==> src/rtl/sram_usb_reader.sv <==
// rtl/sram_usb_reader.sv - reads 16-bit SRAM words and streams them low byte first to an FT245 FIFO.
// Optional trailing checksum byte: define SRAM_USB_CHECKSUM_EN.
module sram_usb_reader #(
  parameter int ADDR_W   = 20,
  parameter int RD_WAIT  = 2,
  parameter int WR_PULSE = 2
) (
  input  logic              CLK,
  input  logic              RST,
  input  logic              START,
  input  logic [ADDR_W-1:0] BASE_ADRS,
  input  logic [7:0]        XFER_LEN,
  input  logic              ABORT,
  input  logic [15:0]       DX,
  output logic [ADDR_W-1:0] ADX,
  output logic              CEX,
  output logic              CE1,
  output logic              BHE,
  output logic              BLE,
  input  logic              TXE,
  output logic [7:0]        USBX_O,
  output logic              USBX_OE,
  output logic              WR,
  output logic              BUSY,
  output logic              DONE
);

  typedef enum logic [2:0] {IDLE, SR_RD, TX_WAIT, TX_PULSE, TX_HOLD, FINISH} state_t;

  localparam logic [3:0] RD_LAST = 4'(RD_WAIT);
  localparam logic [3:0] WR_LAST = 4'(WR_PULSE - 1);

  state_t            state, state_nx;
  logic [ADDR_W-1:0] ptr;
  logic [8:0]        remaining;
  logic [15:0]       hold;
  logic [3:0]        cnt;
  logic              byte_hi;
  logic              txe_s1, txe_s2;
  logic [7:0]        cur_byte;
  logic              sum_mode;

`ifdef SRAM_USB_CHECKSUM_EN
  logic [7:0] sum;
  assign cur_byte = sum_mode ? sum : (byte_hi ? hold[15:8] : hold[7:0]);
`else
  assign sum_mode = 1'b0;
  assign cur_byte = byte_hi ? hold[15:8] : hold[7:0];
`endif

  assign ADX    = ptr;
  assign USBX_O = USBX_OE ? cur_byte : 8'h00;

  always_ff @(posedge CLK) begin
    if (RST) begin
      state     <= IDLE;
      ptr       <= '0;
      remaining <= '0;
      hold      <= '0;
      cnt       <= '0;
      byte_hi   <= 1'b0;
      txe_s1    <= 1'b1;
      txe_s2    <= 1'b1;
`ifdef SRAM_USB_CHECKSUM_EN
      sum       <= '0;
      sum_mode  <= 1'b0;
`endif
    end else begin
      state  <= state_nx;
      txe_s1 <= TXE;
      txe_s2 <= txe_s1;
      cnt    <= (state_nx != state) ? 4'd0 : cnt + 4'd1;
      case (state)
        IDLE: begin
          if (START) begin
            ptr       <= BASE_ADRS;
            remaining <= (XFER_LEN == 8'd0) ? 9'd256 : {1'b0, XFER_LEN};
            byte_hi   <= 1'b0;
`ifdef SRAM_USB_CHECKSUM_EN
            sum       <= '0;
            sum_mode  <= 1'b0;
`endif
          end
        end
        SR_RD: begin
          if (cnt == RD_LAST) begin
            hold    <= DX;
            byte_hi <= 1'b0;
          end
        end
        TX_HOLD: begin
          if (!sum_mode) begin
`ifdef SRAM_USB_CHECKSUM_EN
            sum <= sum + cur_byte;
`endif
            if (!byte_hi) begin
              byte_hi <= 1'b1;
            end else begin
              remaining <= remaining - 9'd1;
              ptr       <= ptr + ADDR_W'(1);
`ifdef SRAM_USB_CHECKSUM_EN
              // last word done: the next TX_WAIT pass carries the sum byte
              if (remaining == 9'd1) begin
                sum_mode <= 1'b1;
                byte_hi  <= 1'b0;
              end
`endif
            end
          end
        end
        default: ;
      endcase
    end
  end

  always_comb begin
    state_nx = state;
    CEX      = 1'b1;
    CE1      = 1'b1;
    BHE      = 1'b1;
    BLE      = 1'b1;
    USBX_OE  = 1'b0;
    WR       = 1'b0;
    BUSY     = 1'b1;
    DONE     = 1'b0;
    case (state)
      IDLE: begin
        BUSY = 1'b0;
        if (START) state_nx = SR_RD;
      end
      SR_RD: begin
        CEX = 1'b0;
        CE1 = 1'b0;
        BHE = 1'b0;
        BLE = 1'b0;
        if (ABORT)                state_nx = FINISH;
        else if (cnt == RD_LAST)  state_nx = TX_WAIT;
      end
      TX_WAIT: begin
        USBX_OE = 1'b1;
        if (ABORT)        state_nx = FINISH;
        else if (!txe_s2) state_nx = TX_PULSE;
      end
      TX_PULSE: begin
        USBX_OE = 1'b1;
        WR      = 1'b1;
        if (cnt == WR_LAST) state_nx = TX_HOLD;
      end
      TX_HOLD: begin
        USBX_OE = 1'b1;
        if (sum_mode)                  state_nx = FINISH;
        else if (!byte_hi)             state_nx = TX_WAIT;
        else if (remaining == 9'd1) begin
`ifdef SRAM_USB_CHECKSUM_EN
          state_nx = TX_WAIT;
`else
          state_nx = FINISH;
`endif
        end else                       state_nx = SR_RD;
      end
      FINISH: begin
        BUSY     = 1'b0;
        DONE     = 1'b1;
        state_nx = IDLE;
      end
      default: begin
        BUSY     = 1'b0;
        state_nx = IDLE;
      end
    endcase
  end

endmodule

==> config.mk <==
export PLATFORM = sky130hd
export DESIGN_NAME = sram_usb_reader
export DESIGN_NICKNAME = d
export VERILOG_FILES = /design/src/rtl/sram_usb_reader.sv
export SDC_FILE = /design/constraint.sdc
export NUM_CORES = 1
export LEC_CHECK = 0
export BUFFER_PORTS_ARGS = -buffer_cell sky130_fd_sc_hd__buf_2
export CAP_MARGIN = 20
export CORE_ASPECT_RATIO = 0.6
export CORE_MARGIN = 5
export CORE_UTILIZATION = 25
export CTS_CLUSTER_SIZE = 25
export DETAILED_ROUTE_END_ITERATION = 12
export PLACE_DENSITY = 0.51
export SLEW_MARGIN = 20
export SYNTH_ARGS = -nofsm -noshare
export SYNTH_HDL_FRONTEND = slang
export SYNTH_SLANG_ARGS = --single-unit
==> constraint.sdc <==
create_clock -name CLK -period 3.3 [get_ports CLK]
set_input_delay 0.33 -clock CLK [delete_from_list [all_inputs] [get_ports CLK]]
set_output_delay 0.33 -clock CLK [all_outputs]
set_load 0.005 [all_outputs]
[Word level (Yosys, flattened, before mapping)]
Index checks and enable logic that the tools add are counted.
Widths: inputs -> output; s select.
Storage, ports and cells
  bits in registers: 55
  output and inout port bits: 36
Cells by class
  $add $sub $neg: 3
  equal/unequal tests: 12
  mux-type cells: 26
  reductions and logical operators: 10
Operator list (count)
  $mux 20: 2
  $pmux 20 s2: 1
  $mux 9: 3
  $mux 3: 8
  $add 20x1->20 const B: 1
  $pmux 9 s2: 1
  $mux 8: 2
  $pmux 3 s5: 1
  $eq 9x1->1 const B: 1
  $sub 9x1->9 const B: 1
  $logic_not 8->1: 1
  $mux 1: 7
  $eq 3x2->1 const B: 2
  $eq 3x3->1 const B: 2
  $ne 2x2->1 const B: 3
  $reduce_and 3->1: 2
  $add 4x1->4 const B: 1
  $eq 4x1->1 const B: 1
  $eq 4x2->1 const B: 1
  $reduce_or 4->1: 1
  $eq 3x1->1 const B: 1
  $logic_not 3->1: 1
  $ne 3x3->1: 1
  $pmux 1 s3: 1
  other kinds (5): 5

[Depth between registers and ports, before layout]
Gate-level depths: netlist of run 1.
  depth after elaboration: 6
  mapped depth: 7
  mapped depth without buffers: 6

[Worst setup path after synthesis of run 1]
Ideal clock, no wire load.
  path kind: flip-flop to output port
  from: register state[1]
  to: output BUSY
  arrival time: 1.664 ns
  slack: 1.306 ns
  stages on the path, launching flop included: 7
  path buffers: 3
  cell sequence: dfxtp_1 -> clkbuf_1 -> nor3b_1 -> clkbuf_1 -> clkbuf_1 -> a21oi_1 -> nand2_1
On the way
  longest elaborated chain between the ends: 3
  elaborated cells between the ends (all ways): 6
  classes of those cells: eq/ne (4); mux (1); reduce/logical (1)
RTL lines
  start: declaration: RTL line 33  | state_t state, state_nx;
  start signal: assignment: RTL line 69  | state <= state_nx;
  $eq 3x3->1 (tied with other cells): RTL line 126  | case (state)
  $reduce_or 4->1 (no line) *
  $mux 1 *: RTL line 126
  end: declaration: RTL line 24  | output logic BUSY,
Every way passes the cells marked *; elsewhere a longest branch is shown, timed or not.

[Final worst setup path of run 1]
  from: register state[2]
  to: output USBX_O[3]
On the way
  longest elaborated chain between the ends: 4
  elaborated cells between the ends (all ways): 6
  classes of those cells: eq/ne (3); mux (2); reduce/logical (1)
RTL lines
  $eq 3x3->1 / $eq 3x2->1 (equally long branches): RTL line 126
  $reduce_or 3->1 (no line) *
  $mux 1 *: RTL line 126
  $mux 8 *: RTL line 52  | assign USBX_O = USBX_OE ? cur_byte : 8'h00;
  end: declaration: RTL line 21  | output logic [7:0] USBX_O,
Marks and branches as above.

==> results.ini, run 1 <==
[outcome]
status=complete, no violations

[timing]
max_freq_mhz=404
slew_violations=0
tightest_slew_ps=905
finalHoldViolCount=0
finalSetupViolations=0
finalCritPeriodShare_pct=75.1
skew_ps=10.2
final.setup.tns_ps=0
rsz0062_at_grt=false
slew_headroom_pct=39.5
fin_crit_ps=2480
fin_ws_ps=822

[drt]
vias_per_cell=5.08
num_vias=3284
antenna_left=0
drt-initial-drc-count=147
wl_met1_um=5040
wl_met2_um=3960
wl_per_cell_um=15.5
drc_errors=0
wl_met3_um=988
routed.top_layer=met5
totalWireLength_um=10000
dr.pass1.iters=4

[clocking]
tritoncts=yes
path_clk_slew_ps=80
cts_resized=0
cts_inserted_buffers=5
htree_levels=2
cts.sinks=55
clk_latency_ps=300
clk_path_buf_depth=2
post-cts-setup-buffer-count=0
hold_buffers=0
cts-root-buf=clkbuf_16

[synthesis]
synth_area_mm2=0.00322
synth.distinct_cells=60
synth.avg_cell_area_um2=7.94
syn_inst=406
synth.mux.area_fraction_pct=8.15
synthTopCellsByCount=55 x dfxtp_1, 49 x nor2_1, 28 x a21oi_1
synth_edf_count=0
seq_area_frac_synth_pct=34.1
synth_top_flop_cell=dfxtp_1
synth_top_cell_area_share_pct=34.1
yosys.area_share.simple_pct=25.6
synth_compound_area_share_pct=23.1
yosysMostFrequentCell=dfxtp_1
async_reset_ff_share_pct=0
synthAdderAreaFrac_pct=2.33
synth_xor_area_share_pct=0.815
yosysTopAreaCell=dfxtp_1
yosysWarnings=0
synth-seq-cells=55
netlist_top_cells_area=dfxtp_1 34%, mux2i_1 7.5%, nor2_1 5.7%
synth_top_family_by_area=simple AND/OR/NAND/NOR gates
syn-num-nets=461

[placement]
portBuffers=84
place.gp.congestion=0.822
place_ws_ps=1130
place_inst=639
hpwl_um=7460
placed_area_mm2=0.00379

[worst_setup_path]
critPathBufInv=2
cp_slowest_cell=a21oi_1
crit_type=flop to output pin
path_cells=inv_1, a21oi_1, nor2_1, buf_2
required_ps=2970
cp_slowest_stage_delay_ps=700
worstPathMaxFanout=15
cp-start-kind=flop
crit_arrival_ps=2150
cp_top_family=compound AO/OA/AOI/OAI gates
critPathCaptureType=output pin

[power_and_ir_drop]
p_comb_share_pct=22.4
netSwitchingFraction_pct=32.3
switchingPower_uw=551
power_frac_clock_pct=31.9
report.power.total_mw=1.71
ir_drop_mv=0.211
power_density_mw_per_mm2=433
leakagePower_nw=1.65
intPower_mw=1.16
seq_power_share_pct=45.7

[finish]
layout.nets=531
fin_area_mm2=0.00395
areaGrowthSynthToFinish_pct=22.4
n_antenna_cell=0
drive_gt1_share_pct=22.9
fin_cells=647

[hold_path]
holdCritPathClass=primary input to flop

[floorplanning]
io_pins=85
dieHeight_um=98.0
core_mm2=0.0127
die-area_mm2=0.0153
initial_core_util_pct=25.3
die_x_um=157
rows=32

[global_routing]
grt-ovfl-total=0
globalRouteTotalUtil_pct=12.9
antenna_found_initial=1
first_global_vias=3070
grt_max_degree=50
grt_pass1_wl_um=16100

[flow_run]
cap_violations=0

## power by group through the flow
stage | Clock [mW] | Sequential (mW) | Combinational [mW]
6_report | 0.545 | 0.781 | 0.382
5_1_grt | 0.596 | 0.791 | 0.429
4_1_cts | 0.564 | 0.780 | 0.385
3_5_place_dp | 0 | 0.795 | 0.383
3_3_place_gp | 0 | 0.794 | 0.381
2_1_floorplan | 0 | 0.773 | 0.255
## worst paths after layout
path | start | endpoint | slack (ps) | cells past startpoint
hold reg to reg | txe_s1$_SDFF_PP1_ | txe_s2$_SDFF_PP1_ | 420 | 1
hold / removal | TXE | txe_s1$_SDFF_PP1_ | 240 | 2
setup reg to reg | state[2]$_SDFF_PP0_ | cnt[0]$_SDFF_PP0_ | 1080 | 4
setup / recovery | state[2]$_SDFF_PP0_ | USBX_O[3] | 820 | 4
## final cells by class
type                    count  area, um2
clock buffers               5        125
clock inverters             3       25.0
fillers                  1390       8790
inverters                  19       71.3
multi-input cells         304       1940
flip-flops and latches     55       1100
well taps                 170        213
repair buffers             91        473
## metal layers
layer  GRT usage [%]  up-vias
li1                -     1640
met1            19.9     1515
met2            17.5      121
met3            3.99        6
met4            2.20        2
met5               0        -
## layout by cell type (no fill, tap or decap), types with 7 or more instances in the layout
master,n
inv_1,19
a21oi_1,28
a31oi_1,7
nand3_1,13
buf_2,84
nor3_1,8
dfxtp_1,55
a211oi_1,10
buf_4,7
nand2_1,25
nor2_1,49
o21ai_0,21
mux2i_1,24
nand4_1,9
## metrics by stage
step / utilization (%) / hold slack (ps)
6_report: 31.0 / 239
2_1_floorplan: - / 389
3_5_place_dp: 29.8 / 396
4_1_cts: 31.0 / 231
5_1_grt: 31.0 / 229
3_3_place_gp: 29.8 / 400
## state kept, by name, summed over array words and instances, names as in the netlist
signal	flops
txe_s1	1
hold	16
byte_hi	1
cnt	4
ADX	20
remaining	9
state	3
txe_s2	1
## logic make-up (layout without fill, tap and decap cells)
family          after synthesis  after routing
compound gates              112            112
xor+xnor                      3              3
fa+ha+maj                     6              6
buf+inv                      47            118
flops                        55             55
mux                          26             26
simple gates                157            157
Power figures use the tool's default switching activity.
==> run 2, diff against run 1 <==
Settings changed: ABC_AREA from default to 1, PLACE_DENSITY 0.51 to 0.52.
Clock period 3.3 ns to 2 ns, I/O delays scaled along.
==> results.ini, run 2 <==
[drt]
totalWireLength_um=9860  ; -1.8%
dr.pass1.iters=4  ; unchanged
wl_per_cell_um=13.0  ; -16%
num_vias=3427  ; +4.4%
drt-initial-drc-count=202  ; +37%
vias_per_cell=4.50  ; -11%
drc_errors=0  ; unchanged
antenna_left=0  ; unchanged

[timing]
finalHoldViolCount=0  ; unchanged
slew_headroom_pct=66.2  ; +27 points
finalSetupViolations=0  ; unchanged
fin_crit_ps=1800
rsz0062_at_grt=false
skew_ps=5.87  ; -4.29 ps
finalCritPeriodShare_pct=89.9
tightest_slew_ps=507  ; -398 ps
max_freq_mhz=556
final.setup.tns_ps=0  ; unchanged
whs_ps=95.9  ; -143 ps
slew_violations=0  ; unchanged

[worst_setup_path]
crit_arrival_ps=1990  ; -160 ps
crit_type=flop to flop
cp_slowest_stage_delay_ps=460  ; -240 ps
rrSetupSlack_ps=200  ; -880 ps
cpMostUsedCell=nand2_1
rr_startpoint=ADX[0]$_SDFFE_PP0P_
critPathBufInv=0  ; -2
cp-start-kind=flop
timing.rr.end=ADX[18]$_SDFFE_PP0P_
crit_cells=10  ; +6
path_cells=ha_1, nand2_2, nor2_2, nand3_1, nor2_2, nand4_1, nand2_1, nand2_1, nand2_1, nor2_1
cp_top_family=simple AND/OR/NAND/NOR gates
required_ps=2190  ; -780 ps
critPathCaptureType=flop
crit_start=ADX[0]$_SDFFE_PP0P_
cp_slowest_cell=dfxtp_1
reg2reg_depth=10  ; +6
worstPathMaxFanout=7  ; -8

[power_and_ir_drop]
power_frac_clock_pct=29.8  ; -2.1 points
power_density_mw_per_mm2=794  ; +83%
switchingPower_mw=1.06  ; +93%
intPower_mw=2.09  ; +80%
report.power.total_mw=3.15  ; +84%
seq_power_share_pct=42.9  ; -2.8 points
leakagePower_nw=1.94  ; +18%
netSwitchingFraction_pct=33.7  ; +1.5 points
p_comb_share_pct=27.3  ; +4.9 points
ir_drop_mv=0.264  ; +25%

[clocking]
post-cts-setup-buffer-count=0  ; unchanged
tritoncts=yes
hold_buffers=0  ; unchanged
cts_inserted_buffers=5  ; unchanged
path_clk_slew_ps=70  ; about the same
cts.sinks=55  ; unchanged
clk_path_buf_depth=2  ; unchanged
clk_latency_ps=300  ; about the same
cts_resized=0  ; unchanged
htree_levels=2  ; unchanged
cts-root-buf=clkbuf_16

[placement]
place_inst=753  ; +18%
hpwl_um=7460  ; about the same
place.gp.congestion=0.858  ; +4.5%
portBuffers=84  ; unchanged

[synthesis]
yosysMostFrequentCell=nand2_1
synthTopCellsByCount=136 x nand2_1, 74 x nor2_1, 55 x dfxtp_1
synth_edf_count=0  ; unchanged
async_reset_ff_share_pct=0  ; unchanged
syn_inst=513  ; +26%
seq_area_frac_synth_pct=34.0  ; -0.20 points
yosysTopAreaCell=dfxtp_1
yosysWarnings=0  ; unchanged
synth_top_cell_area_share_pct=34.0  ; -0.20 points
synth-seq-cells=55  ; unchanged
synth_area_mm2=0.00324  ; +0.58%
synth.distinct_cells=34  ; -43%
synth.avg_cell_area_um2=6.32  ; -20%
synth_top_flop_cell=dfxtp_1
syn-num-nets=568  ; +23%
netlist_top_cells_area=dfxtp_1 34%, nand2_1 16%, nor2_1 8.6%

[finish]
layout.nets=645  ; +21%
layout_common_cells=136 x nand2_1, 84 x buf_2, 73 x nor2_1
layout_commonest_cell=nand2_1
largest_reg_flops=20  ; unchanged
fin_cells=761  ; +18%
n_antenna_cell=0  ; unchanged
drive_gt1_share_pct=20.1  ; -2.7 points
areaGrowthSynthToFinish_pct=22.3  ; about the same

[global_routing]
use_met3_pct=3.54  ; -0.44 points
grtUsageMet1_pct=19.2  ; -0.75 points
top_usage_layer=met2
antenna_found_initial=1  ; unchanged
globalRouteTotalUtil_pct=13.0  ; +0.15 points
grt_max_degree=35  ; -30%
grt-ovfl-total=0  ; unchanged
grt_util_met2_pct=19.2  ; +1.7 points
first_global_vias=3327  ; +8.4%
grt_pass1_wl_um=16500  ; +2.2%

[hold_path]
whs_endpoint=txe_s1$_SDFF_PP1_
worstHoldStart=TXE
holdCritPathClass=primary input to flop
whs_path_depth=2  ; unchanged

[outcome]
status=complete, no violations

[flow_run]
cap_violations=0  ; unchanged

[floorplanning]
die-area_mm2=0.0154  ; +0.53%
core_mm2=0.0128  ; +0.31%
dieHeight_um=98.2  ; +0.26%
rows=32  ; unchanged
initial_core_util_pct=25.4  ; +0.068 points
die_x_um=157  ; +0.27%
io_pins=85  ; unchanged

-- run 2: area by class of cell --
class	instances	area [um2]
fillers	1438	8810
multi-input cells	378	1790
flip-flops and latches	55	1100
repair buffers	93	488
inverters	57	214
well taps	170	213
clock buffers	8	156
-- run 2: power groups by stage --
stage | combinational [mW] | clock [mW] | sequential [mW]
after floorplan | 0.598 | 0 | 1.35
after global placement | 0.857 | 0 | 1.37
after detailed placement | 0.866 | 0 | 1.37
after CTS | 0.872 | 0.979 | 1.35
after global routing | 0.997 | 1.02 | 1.37
final | 0.861 | 0.938 | 1.35
-- run 2: worst max-delay path by stage --
| stage | end | slack, ps |
|---|---|---|
| floorplan | ADX[18]$_SDFFE_PP0P_ | 480 |
| global placement | ADX[18]$_SDFFE_PP0P_ | 160 |
| detailed placement | ADX[18]$_SDFFE_PP0P_ | 140 |
| CTS | USBX_O[7] | 50 |
| global route | ADX[18]$_SDFFE_PP0P_ | 20 |
| finish | ADX[18]$_SDFFE_PP0P_ | 200 |
-- run 2: metrics by stage --
step	util, %	cell area [um2]	worst slack, ps
2_1_floorplan	-	3240	484
5_1_grt	31.0	3970	23.7
4_1_cts	31.0	3960	47.7
3_3_place_gp	29.8	3810	162
6_report	31.0	3970	202
3_5_place_dp	29.8	3810	135
-- run 2: routing by layer --
metal,wire length [um],vias up
li1,-,1803
met1,5070,1525
met2,3960,88
met3,752,9
met4,71,2
met5,11,-
-- run 2: cell families after synthesis --
| family | count (synthesis) | share of synthesized area, % |
|---|---|---|
| AND/OR/NAND/NOR | 269 | 34.7 |
| AO/OA/AOI/OAI | 95 | 16.0 |
| buffers and inverters | 80 | 10.8 |
| flip-flops | 55 | 34.0 |
| XOR/XNOR | 8 | 2.16 |
| adder cells (fa/ha/maj) | 6 | 2.31 |
==> run 3, diff against run 2 <==
Settings changed: CORE_ASPECT_RATIO 0.6 to 1.5, CTS_BUF_LIST from default to sky130_fd_sc_hd__clkbuf_16.
==> results.ini, run 3 (synthesized netlist as in run 2, its figures left out) <==
[outcome]
status=complete, no violations

[timing]
fin_crit_ps=1750  ; -44.4 ps
whs_ps=106  ; +10.0 ps
finalCritPeriodShare_pct=87.7  ; -2.2 points
final.setup.tns_ps=0  ; unchanged
max_freq_mhz=570  ; +2.5%
skew_ps=8.18  ; +2.31 ps
rsz0062_at_grt=false
slew_violations=0  ; unchanged
finalSetupViolations=0  ; unchanged
tightest_slew_ps=499  ; -7.79 ps
finalHoldViolCount=0  ; unchanged
slew_headroom_pct=66.7  ; +0.52 points

[drt]
drc_errors=0  ; unchanged
vias_per_cell=4.62  ; +2.6%
totalWireLength_um=9770  ; -0.88%
drt-initial-drc-count=142  ; -30%
dr.pass1.iters=4  ; unchanged
wl_per_cell_um=13.0  ; +0.44%
num_vias=3469  ; +1.2%
antenna_left=0  ; unchanged

[finish]
largest_reg_flops=20  ; unchanged
layout_common_cells=136 x nand2_1, 84 x buf_2, 74 x nor2_1
areaGrowthSynthToFinish_pct=22.3  ; about the same
fin_area_mm2=0.00397  ; about the same
drive_gt1_share_pct=20.1  ; -0.034 points
n_antenna_cell=0  ; unchanged
layout.nets=646  ; +0.16%
fillCellCount=1495  ; +4.0%
layout_commonest_cell=nand2_1
final_core_util_pct=30.8  ; -0.26 points

[clocking]
clk_path_buf_depth=2  ; unchanged
path_clk_slew_ps=70  ; about the same
cts.sinks=55  ; unchanged
cts-root-buf=clkbuf_16
htree_levels=2  ; unchanged
cts_inserted_buffers=5  ; unchanged
clk_latency_ps=300  ; about the same
tritoncts=yes

[worst_setup_path]
crit_type=flop to output pin
timing.rr.end=ADX[18]$_SDFFE_PP0P_
crit_arrival_ps=1550  ; -440 ps
rrSetupSlack_ps=300  ; +100 ps
cp-endpoint=USBX_O[3]
worstPathMaxFanout=9  ; +2
reg2reg_depth=10  ; unchanged
critPathCaptureType=output pin
rr_startpoint=ADX[1]$_SDFFE_PP0P_
crit_start=state[1]$_SDFF_PP0_
cp-start-kind=flop
required_ps=1800  ; -390 ps

[floorplanning]
core_mm2=0.0129  ; +0.92%
die-area_mm2=0.0154  ; -0.18%
io_pins=85  ; unchanged
initial_core_util_pct=25.2  ; -0.23 points
rows=51  ; +59%
dieHeight_um=149  ; +52%
die_x_um=103  ; -34%

[placement]
placed_area_mm2=0.00381  ; +0.16%
portBuffers=84  ; unchanged
hpwl_um=7380  ; -1.2%
place.gp.congestion=0.804  ; -6.4%

[hold_path]
whs_path_depth=2  ; unchanged
holdCritPathClass=primary input to flop

[power_and_ir_drop]
power_density_mw_per_mm2=782  ; -1.5%
ir_drop_mv=0.345  ; +31%
leakagePower_nw=1.94  ; +0.29%

[flow_run]
cap_violations=0  ; unchanged

[global_routing]
grt_pass1_wl_um=16100  ; -2.3%
first_global_vias=3396  ; +2.1%
grt-ovfl-total=0  ; unchanged
grt_max_degree=35  ; unchanged
antenna_found_initial=0  ; -1
globalRouteTotalUtil_pct=13.0  ; -0.037 points

-- run 3: cell types whose count changed in the layout (fill, tap and decap cells not counted), sizes merged --
cell / previous run / this run
buf: 93 / 94
clkbuf: 8 / 5
clkinvlp: 0 / 1
inv: 56 / 55
clkinv: 1 / 3
bufinv: 0 / 1
-- run 3: cell type report --
cell class,instances,area [um2],share of cell area (%)
inverters,57,228,5.74
repair buffers,94,508,12.8
clock buffers,5,125,3.15
flip-flops and latches,55,1100,27.8
multi-input cells,378,1790,45.1
well taps,159,199,5.01
clock inverters,3,15.0,0.378
-- run 3: how the worst min path moves through the flow --
stage / startpoint / end
after floorplan: TXE / txe_s1$_SDFF_PP1_
after global placement: txe_s1$_SDFF_PP1_ / txe_s2$_SDFF_PP1_
after detailed placement: txe_s1$_SDFF_PP1_ / txe_s2$_SDFF_PP1_
after CTS: TXE / txe_s1$_SDFF_PP1_
after global routing: TXE / txe_s1$_SDFF_PP1_
final: TXE / txe_s1$_SDFF_PP1_
-- run 3: where the power goes --
part	internal (mW)	switching, mW
clock	0.458	0.422
sequential	1.22	0.128
combinational	0.358	0.522
total	2.03	1.07
-- run 3: through the flow --
| step | setup WS, ps | total power [mW] | cells |
|---|---|---|---|
| after floorplan | 484 | 1.95 | 513 |
| after global placement | 291 | 2.23 | 743 |
| after detailed placement | 277 | 2.25 | 743 |
| after CTS | 97.0 | 3.14 | 751 |
| after global routing | 59.7 | 3.33 | 751 |
| final | 246 | 3.10 | 751 |
-- run 3: what timing repair did --
action | CTS | global route
endpoints found under the setup margin | 5 | 8
resized for setup | 1 | 2
hold buffers | 0 | 0
buffers inserted | 0 | 0
pin swaps | 0 | 0
-- run 3: layer usage --
layer / vias to the layer above / wire length [um] / part of all wire, % / global-route usage (%)
met5: - / 0 / 0 / 0
met4: 0 / 155 / 1.6 / 4.15
met3: 11 / 634 / 6.5 / 2.66
met2: 100 / 5030 / 51 / 23.3
met1: 1563 / 3960 / 41 / 15.2
li1: 1795 / - / - / -
-- run 3: worst max-delay path: stages, from the launching register on --
cell and delay (ps):
dfxtp_1 430, inv_1 80, nor2_1 210, nor2_1 110, bufinv_8 220, nand2_1 50
inv_1 50, buf_2 100
